$ cat src/rtl/bcd_tick_counter.sv
// Two-digit BCD counter advanced by rising edges of tick_in while running.
// Define TICK_SYNC_EN to pass tick_in through a two-flop synchronizer first.
//
// state | meaning
// IDLE  | cleared, waiting for start
// RUN   | counting tick_in rising edges
// PAUSE | count held, waiting for start to resume
module bcd_tick_counter #(
    parameter int TENS_MAX = 5
) (
    input  logic       clock,
    input  logic       reset,
    input  logic       tick_in,
    input  logic       start,
    input  logic       stop,
    input  logic       clear,
    output logic [3:0] ones,
    output logic [3:0] tens,
    output logic       running,
    output logic       wrap
);

    typedef enum logic [1:0] {
        IDLE  = 2'd0,
        RUN   = 2'd1,
        PAUSE = 2'd2
    } state_t;

    localparam logic [3:0] TENS_TOP = 4'(TENS_MAX);

    state_t     state;
    state_t     state_nxt;
    logic       tick_s;
    logic       tick_prev;
    logic       tick_evt;
    logic       advance;
    logic [3:0] ones_nxt;
    logic [3:0] tens_nxt;
    logic       wrap_nxt;
    logic       running_nxt;

`ifdef TICK_SYNC_EN
    logic tick_sync1;
    logic tick_sync2;

    always_ff @(posedge clock or negedge reset) begin
        if (!reset) begin
            tick_sync1 <= 1'b0;
            tick_sync2 <= 1'b0;
        end else begin
            tick_sync1 <= tick_in;
            tick_sync2 <= tick_sync1;
        end
    end

    assign tick_s = tick_sync2;
`else
    assign tick_s = tick_in;
`endif

    // tick_prev samples in every state so an edge seen while idle is not replayed later
    always_ff @(posedge clock or negedge reset) begin
        if (!reset) begin
            tick_prev <= 1'b0;
        end else begin
            tick_prev <= tick_s;
        end
    end

    assign tick_evt = tick_s & ~tick_prev;

    always_ff @(posedge clock or negedge reset) begin
        if (!reset) begin
            state   <= IDLE;
            ones    <= 4'd0;
            tens    <= 4'd0;
            running <= 1'b0;
            wrap    <= 1'b0;
        end else begin
            state   <= state_nxt;
            ones    <= ones_nxt;
            tens    <= tens_nxt;
            running <= running_nxt;
            wrap    <= wrap_nxt;
        end
    end

    always_comb begin
        state_nxt = state;
        if (clear) begin
            state_nxt = IDLE;
        end else begin
            case (state)
                IDLE:    if (start && !stop) state_nxt = RUN;
                RUN:     if (stop && !start) state_nxt = PAUSE;
                PAUSE:   if (start && !stop) state_nxt = RUN;
                default: state_nxt = IDLE;
            endcase
        end
    end

    // advance depends on the current state, so an edge landing on RUN->PAUSE still counts
    always_comb begin
        advance     = tick_evt && (state == RUN);
        ones_nxt    = ones;
        tens_nxt    = tens;
        wrap_nxt    = 1'b0;
        running_nxt = (state_nxt == RUN);
        if (clear) begin
            ones_nxt = 4'd0;
            tens_nxt = 4'd0;
        end else if (advance) begin
            if (ones < 4'd9) begin
                ones_nxt = ones + 4'd1;
            end else if (tens < TENS_TOP) begin
                ones_nxt = 4'd0;
                tens_nxt = tens + 4'd1;
            end else begin
                ones_nxt = 4'd0;
                tens_nxt = 4'd0;
                wrap_nxt = 1'b1;
            end
        end
    end

endmodule

$ cat config.mk
export PLATFORM = sky130hd
export DESIGN_NAME = bcd_tick_counter
export DESIGN_NICKNAME = d
export VERILOG_FILES = /design/src/rtl/bcd_tick_counter.sv
export SDC_FILE = /design/constraint.sdc
export NUM_CORES = 1
export LEC_CHECK = 0
export ABC_AREA = 1
export CORE_ASPECT_RATIO = 0.7
export CORE_MARGIN = 2
export CORE_UTILIZATION = 30
export DETAILED_ROUTE_END_ITERATION = 16
export PLACE_DENSITY = 0.62
export RECOVER_POWER = 100
export SYNTH_ARGS = -nofsm -noshare
export SYNTH_HDL_FRONTEND = slang
export SYNTH_SLANG_ARGS = --single-unit
$ cat constraint.sdc
create_clock -name clock -period 1.7 [get_ports clock]
set_clock_uncertainty 0.2 [all_clocks]
set_input_delay 0.34 -clock clock [delete_from_list [all_inputs] [get_ports clock]]
set_output_delay 0.34 -clock clock [all_outputs]
set_load 0.01 [all_outputs]
Yosys cells after proc, flatten, opt, wreduce, memory -nomap -nowiden

Cells that the tools add are included.

Register bits: 13
Logic and storage cells: 40
Output and inout bits: 10

Magnitude comparators: 2
Bitwise gates (word level): 2
Multiplexer cells: 15
Equality and inequality tests: 4
Reduce and logical (&&, ||, !) cells: 9
Add/subtract/negate cells: 2

Operators by type and width:

| cell                                                        | number |
|---|---|
| two-way mux 4 bit                                           | 7 |
| adder 4 x 1 -> 4 bit (second input constant)                | 2 |
| two-way mux 2 bit                                           | 3 |
| == test 2 x 1 -> 1 bit (second input constant)              | 2 |
| less-than comparator 4 x 3 -> 1 bit (second input constant) | 1 |
| less-than comparator 4 bit (second input constant)          | 1 |
| two-way mux 1 bit                                           | 4 |
| one-hot mux 2 bit (2 select lines)                          | 1 |
| logical AND 1 bit                                           | 3 |
| == test 2 bit (second input constant)                       | 1 |
| logical NOT 1 bit                                           | 2 |
| logical NOT 2 bit                                           | 1 |
| != test 2 bit (second input constant)                       | 1 |
| AND reduction 2 bit                                         | 1 |
| nonzero test 2 bit                                          | 1 |
| OR reduction 2 bit                                          | 1 |
| AND 1 bit                                                   | 1 |
| inverter 1 bit                                              | 1 |

Depth between registers and ports, before layout

Gate-level depths: netlist of run 1.

Depth after elaboration: 6
Mapped depth: 8
Mapped depth without buffers: 8

Worst setup path before layout of run 1

Ideal clock, no wire load.

Path kind: register to register
Start point: register ones[0]
End point: register tens[1]
Required time: 1.383 ns
Cell stages (with the launch flop): 9
Setup slack: 0.313 ns
Arrival: 1.070 ns
Clock period less this slack: 1.387 ns
Cell sequence: dfrtp_1 inv_1 ha_1 nand2_2 nand2_4 nand2_2 nand2_2 nand2_1 nand2_1

Cells in the longest elaborated chain, start to end: 3

Ends and longest elaborated chain:

| what                                 | RTL line | text |
|---|---|---|
| start: declaration                   | 17       | `output logic [3:0] ones,` |
| start signal: assignment             | 81       | `ones <= ones_nxt;` |
| less-than comparator 4 bit           | 113      | `if (ones < 4'd9) begin` |
| != test 2 bit (no source line)       | n/a      |  |
| AND reduction 2 bit (no source line) | n/a      |  |
| end signal: assignment               | 82       | `tens <= tens_nxt;` |
| end: declaration                     | 18       | `output logic [3:0] tens,` |

No other way between the ends.
A chain may end at the register's enable or synchronous reset.

Worst setup path after layout of run 1

Start point: register wrap
End point: output port wrap

RTL lines:

| what                     | RTL line | text |
|---|---|---|
| start: declaration       | 20       | `output logic wrap` |
| start signal: assignment | 84       | `wrap <= wrap_nxt;` |

No word-level cell between the ends.

==> results of run 1 <==
==> metal layers <==
metal	GRT usage	wire, um
met4	0.0478	11
met2	0.183	585
met1	0.180	798
met5	0	0
met3	0.0594	141
==> cell families (layout without fill, tap and decap cells) <==
logic type | count (synthesis) | count (layout) | share of synthesized area
compound gates | 7 | 7 | 0.0527
simple gates | 53 | 53 | 0.332
fa+ha+maj | 4 | 4 | 0.0680
buf+inv | 16 | 43 | 0.0816
flops | 13 | 13 | 0.442
xor+xnor | 2 | 2 | 0.0238
==> state kept, by name, indices dropped and copies added, names as in the netlist <==
register	cells
ones	4
tens	4
state	2
running	1
tick_prev	1
wrap	1
==> timing repair <==
item	CTS	global route
gates resized for setup	9	1
setup buffers	3	0
setup endpoints to repair	8	1
==> power groups by stage <==
| stage | clock (mW) | combinational [mW] | sequential (mW) |
|---|---|---|---|
| after CTS | 0.196 | 0.132 | 0.340 |
| after global placement | 0 | 0.136 | 0.346 |
| after global routing | 0.213 | 0.147 | 0.341 |
| after detailed placement | 0 | 0.137 | 0.346 |
| final | 0.185 | 0.125 | 0.338 |
| after floorplan | 0 | 0.0593 | 0.353 |
==> synth_stat cells (all sizes together) <==
master / number
a21oi: 4
xor2: 1
nor2: 9
o21ai: 3
inv: 16
dfrtp: 13
nand3b: 1
nand3: 5
xnor2: 1
nand4: 1
nand2: 36
and3: 1
ha: 4
==> final cells by class <==
type,count,area [sq um]
Multi-Input combinational cell,66,343
Fill cell,236,1250
Tap cell,32,40.0
Timing Repair Buffer,23,194
Sequential cell,13,325
Clock buffer,4,26.3
Inverter,16,60.1
==> worst min path at each step <==
stage	end	slack [ns]	cells after the start
after CTS	ones[1]	0.16	2
after floorplan	ones[0]	-0.16	0
after global routing	tens[3]	0.41	2
after detailed placement	tens[3]	0.34	2
final	tens[3]	0.35	2
after global placement	ones[1]	0.35	2
==> through the flow <==
step | std cells | cell area, sq um
after global placement | 147 | 963
after detailed placement | 147 | 963
after global routing | 154 | 988
final | 154 | 988
after floorplan | 95 | 736
after CTS | 154 | 1000
==> impl_results.md, run 1 <==
- Cell area after synthesis: 736 sq um
- Sequential area share after synthesis: 0.442
- Die height: 45.4 um
- Worst setup path startpoint: wrap
- CP Launch Type: flop
- CP cell instances: clkdlybuf4s50_1
- Synth area leaders: dfrtp_1 (44%), nand2_1 (15%), inv_1 (7.1%)
- Final WL: 1.54 mm
- Synth-to-Final Area Change: 34.4%
- DRC viols: 0
- Yosys top cell by area: dfrtp_1
- Final total power: 0.649 mW
- Final period utilization: 0.977
- Share of cells above drive strength 1: 0.148
- Vias in the first global route: 647
- Sequential Power Share: 0.521
- FF+latch count, synth: 13
- Post-synth net total: 105
- CTS Hold Buffers Added: 0
- CP Depth: 1
- Setup crit end: wrap
- RR Startpoint: tens[1]
- Max Slew Vio Count: 0
- Setup TNS: 0 ns
- Initial antenna violation count: 0
- Number of max-cap violations: 0
- Sw Ratio: 0.275
- CTS Sinks: 13
- CP max FO: 1
- Number of iterations in the first detailed-routing pass: 4
- Initial Utilization: 0.328
- Total CTS buffers: 3
- Final Hold Vio Count: 0
- Internal reg-to-reg setup slack: 0.17 ns
- Hold Startpoint: tens[3]
- Yosys warns: 0
- Later-pin clock latency in the skew report: 0.27 ns
- Number of port buffers: 15
- Peak supply drop: 0.000302 V
- Worst endpoint required time: 1.16 ns
- Finished Core Util: 0.441
- H-tree levels: 1
- Relative slew margins: 0.521
- WL per Instance: 9.97 um
- CP max stage cell: clkdlybuf4s50_1
- Register-to-Register Path Depth: 9
- Clk slew on worst S/H paths: 0.08 ns
- Power Internal: 0.470 mW
- Comb power frac: 0.193
- Antenna cells: 0
- Gpl congestion: 0.776
- Net Switching: 0.179 mW
- Syn_area_per_cell: 7.74 sq um
- Rows: 14
- Gr usage total: 0.131
- Number of buffers on the longest clock path: 2
- Worst path buffer plus inverter count: 1
- Status: completed
- WHS: 0.352 ns
- FF-to-FF End: tens[3]
- Nets: 133
- Critical Path End Type: output pin
- Most frequent cells in the layout: nand2_1 (33), inv_1 (14), dfrtp_1 (13)
- RSZ-0062 raised after global routing: false
- Core box area: 2240 sq um
- Die area: 2870 sq um
- Count of final setup violators: 0
- Crit path max-delay family: buffers and inverters
- First-pass GRT wire length: 2.81 mm
- Leak pwr: 0.562 nW
- Vias: 654
- Crit path kind: reg -> out
- WP data arrival: 1.12 ns
- Ports: 16
- Final HPWL DP: 1.15 mm
- Fin crit period: 1.66 ns
- TritonCTS clock tree: built
- Die X: 63.2 um
- Max Clock Freq: 602 MHz
- Total grt overflow: 0
- Commonest non-fill, non-tap cell in the layout: nand2_1
- Antenna-violating nets left: 0
- Mapped Cells: 95
- Synth unique cells: 19
- Slowest cell delay on critical path: 0.53 ns
- Avg Vias per Cell: 4.25
- Pin count of the biggest net entering global routing: 14
- Clock network fraction of design power: 0.285
- Drt first-iter violations: 29
- Area share of the largest cell type after synthesis: 0.442
- Worst slew pin tran: 0.719 ns
- Pre-CTS setup slack: -0.0100 ns
- Root buf cell: clkbuf_4
- Hold/Removal Path Class: reg -> reg
- Final worst setup slack: 0.0394 ns
- Pwr/cell area: 657 nW/um^2
Note: power is estimated with default switching activity, not from simulation.
==> run 2, diff against run 1 <==
CORE_MARGIN = not set   (was 2)
PLACE_DENSITY = not set   (was 0.62)
==> run 2 against run 1 <==
Compared with the run above: cell count grew 1.3%; clock power grew 5%; critical path depth grew 7; routed wire length grew 4.7%; utilization grew 1.3 points; clock-buffer cell count is the same; via count grew 1.5%; flip-flop and latch count is the same; global-route usage grew 1.4 points; fmax grew 8.1%; register-to-register slack gained 0.02 ns; largest power group unchanged; highest routed layer unchanged.
==> impl_results.md, run 2 (synthesis results as in run 1) <==
- Fillers: 252 (+6.8%)
- Antenna-violating nets left: 0 (unchanged)
- TritonCTS clock tree: built
- CP max FO: 4 (+3)
- Core box area: 2220 sq um (-0.78%)
- Vias in the first global route: 578 (-11%)
- H-tree levels: 1 (unchanged)
- Crit path max-delay family: buffers and inverters
- Synth-to-Final Area Change: 37.2%
- First-pass GRT wire length: 2.68 mm (-4.4%)
- Final Hold Vio Count: 0 (unchanged)
- Final Cell Area: 1010 sq um (+2.2%)
- Cells after DPL: 148 (+0.68%)
- Final WL: 1.61 mm (+4.7%)
- Peak supply drop: 0.000331 V (+9.7%)
- Die X: 61.2 um (-3.2%)
- Pwr/cell area: 666 nW/um^2 (+1.5%)
- Die area: 2660 sq um (-7.4%)
- Final HPWL DP: 1.15 mm (+0.83%)
- WP data arrival: 1.51 ns (+0.39 ns)
- Clk slew on worst S/H paths: 0.08 ns (about the same)
- Fin crit period: 1.54 ns (-0.124 ns)
- Share of cells above drive strength 1: 0.169 (+0.0218)
- Number of iterations in the first detailed-routing pass: 4 (unchanged)
- Non-Filler Instances: 156 (+1.3%)
- RSZ-0062 raised after global routing: false
- Initial antenna violation count: 0 (unchanged)
- Drt first-iter violations: 19 (-34%)
- Number of port buffers: 15 (unchanged)
- CP Launch Type: primary input
- Hold/Removal Path Class: reg -> reg
- Root buf cell: clkbuf_4
- Number of max-cap violations: 0 (unchanged)
- Later-pin clock latency in the skew report: 0.28 ns (about the same)
- Area occupied by multi-input gates: 345 sq um (+0.73%)
- Die height: 43.4 um (-4.4%)
- CTS Hold Buffers Added: 0 (unchanged)
- Initial Utilization: 0.331 (+0.00258)
- DRC viols: 0 (unchanged)
- WL per Instance: 10.3 um (+3.3%)
- Gpl congestion: 0.855 (+10%)
- Gr usage total: 0.146 (+0.0143)
- Final period utilization: 0.904 (-0.0732)
- Relative slew margins: 0.528 (+0.00728)
- Total grt overflow: 0 (unchanged)
- Setup TNS: 0 ns (unchanged)
- CTS Sinks: 13 (unchanged)
- Most used cell, CP: nand2_1
- Crit path kind: in -> reg
- Number of buffers on the longest clock path: 2 (unchanged)
- Antenna cells: 0 (unchanged)
- CP cell instances: dlygate4sd3_1, inv_1, nor2_1, nand2_1, nand2_1, nand2_2, nand2_1, nand2_1
- Most frequent cells in the layout: nand2_1 (32), inv_1 (14), dfrtp_1 (13)
- Total CTS buffers: 3 (unchanged)
- Slowest cell delay on critical path: 0.55 ns (+0.02 ns)
- Storage cell area: 325 sq um (unchanged)
- WHS: 0.344 ns (-0.00732 ns)
- Commonest non-fill, non-tap cell in the layout: nand2_1
- Ports: 16 (unchanged)
- Nets: 135 (+1.5%)
- Leak pwr: 0.566 nW (+0.71%)
- Avg Vias per Cell: 4.26 (+0.23%)
- Max Slew Vio Count: 0 (unchanged)
- Vias: 664 (+1.5%)
- Post-DP Area: 971 sq um (+0.78%)
- Status: completed
- Regs by FF count: ones (4), tens (4), state (2)
- Critical Path End Type: flop
- Count of final setup violators: 0 (unchanged)
- Worst slew pin tran: 0.708 ns (-0.0109 ns)
- Rows: 14 (unchanged)
- Worst endpoint required time: 1.68 ns (+0.52 ns)
- CP max stage cell: dlygate4sd3_1
- Worst path buffer plus inverter count: 2 (+1)
- Pin count of the biggest net entering global routing: 14 (unchanged)
- Max Clock Freq: 651 MHz (+8.1%)
## run 2: cell types whose count changed in the layout (fill, tap and decap cells not counted), sizes merged
cell           before  now
dlygate4sd2         8    7
buf                 7    9
clkdlybuf4s25       1    3
clkdlybuf4s50       3    2
## run 2: tightest hold or removal path, stage by stage (launching register included)
cell     delay, ns
dfrtp_1       0.39
nand2_1       0.06
nand2_1       0.06
## run 2: cell type report
class | instances | share of cell area
Timing Repair Buffer | 25 | 0.211
Multi-Input combinational cell | 66 | 0.342
Sequential cell | 13 | 0.322
Tap cell | 32 | 0.0397
Clock buffer | 4 | 0.0260
Inverter | 16 | 0.0595
## run 2: timing repair
item / CTS / global route
gates resized for setup: 7 / 3
setup buffers: 4 / 0
setup endpoints to repair: 8 / 3
## run 2: stage by stage
stage                     utilization  setup slack [ns]  power (mW)
final                           0.454             0.164       0.673
after global routing            0.454            0.0710       0.727
after CTS                       0.458           0.00144       0.688
after detailed placement        0.436            0.0199       0.487
after global placement          0.436            0.0282       0.485
after floorplan                     -             0.313       0.412
## run 2: final timing paths
kind                       startpoint  slack, ns  cells after the start       to
max                           tick_in       0.16                      8  tens[3]
min                           tens[3]       0.34                      2  tens[3]
max reg2reg                   tens[1]       0.19                      7  tens[1]
min reg2reg                   tens[3]       0.34                      2  tens[3]
max in group asynchronous       reset       0.44                      2  running
min in group asynchronous       reset       0.41                      2  ones[2]
## run 2: power by group
part / switching (mW) / internal, mW
Clock: 0.103 / 0.0911
Combinational: 0.0802 / 0.0649
Sequential: 0.00878 / 0.324
## run 2: layer usage
layer	wire length (um)	track usage	vias to the layer above
met5	0	0	-
met4	10	0.0545	0
met2	670	0.189	19
met1	839	0.215	296
met3	88	0.0567	2
li1	-	-	347
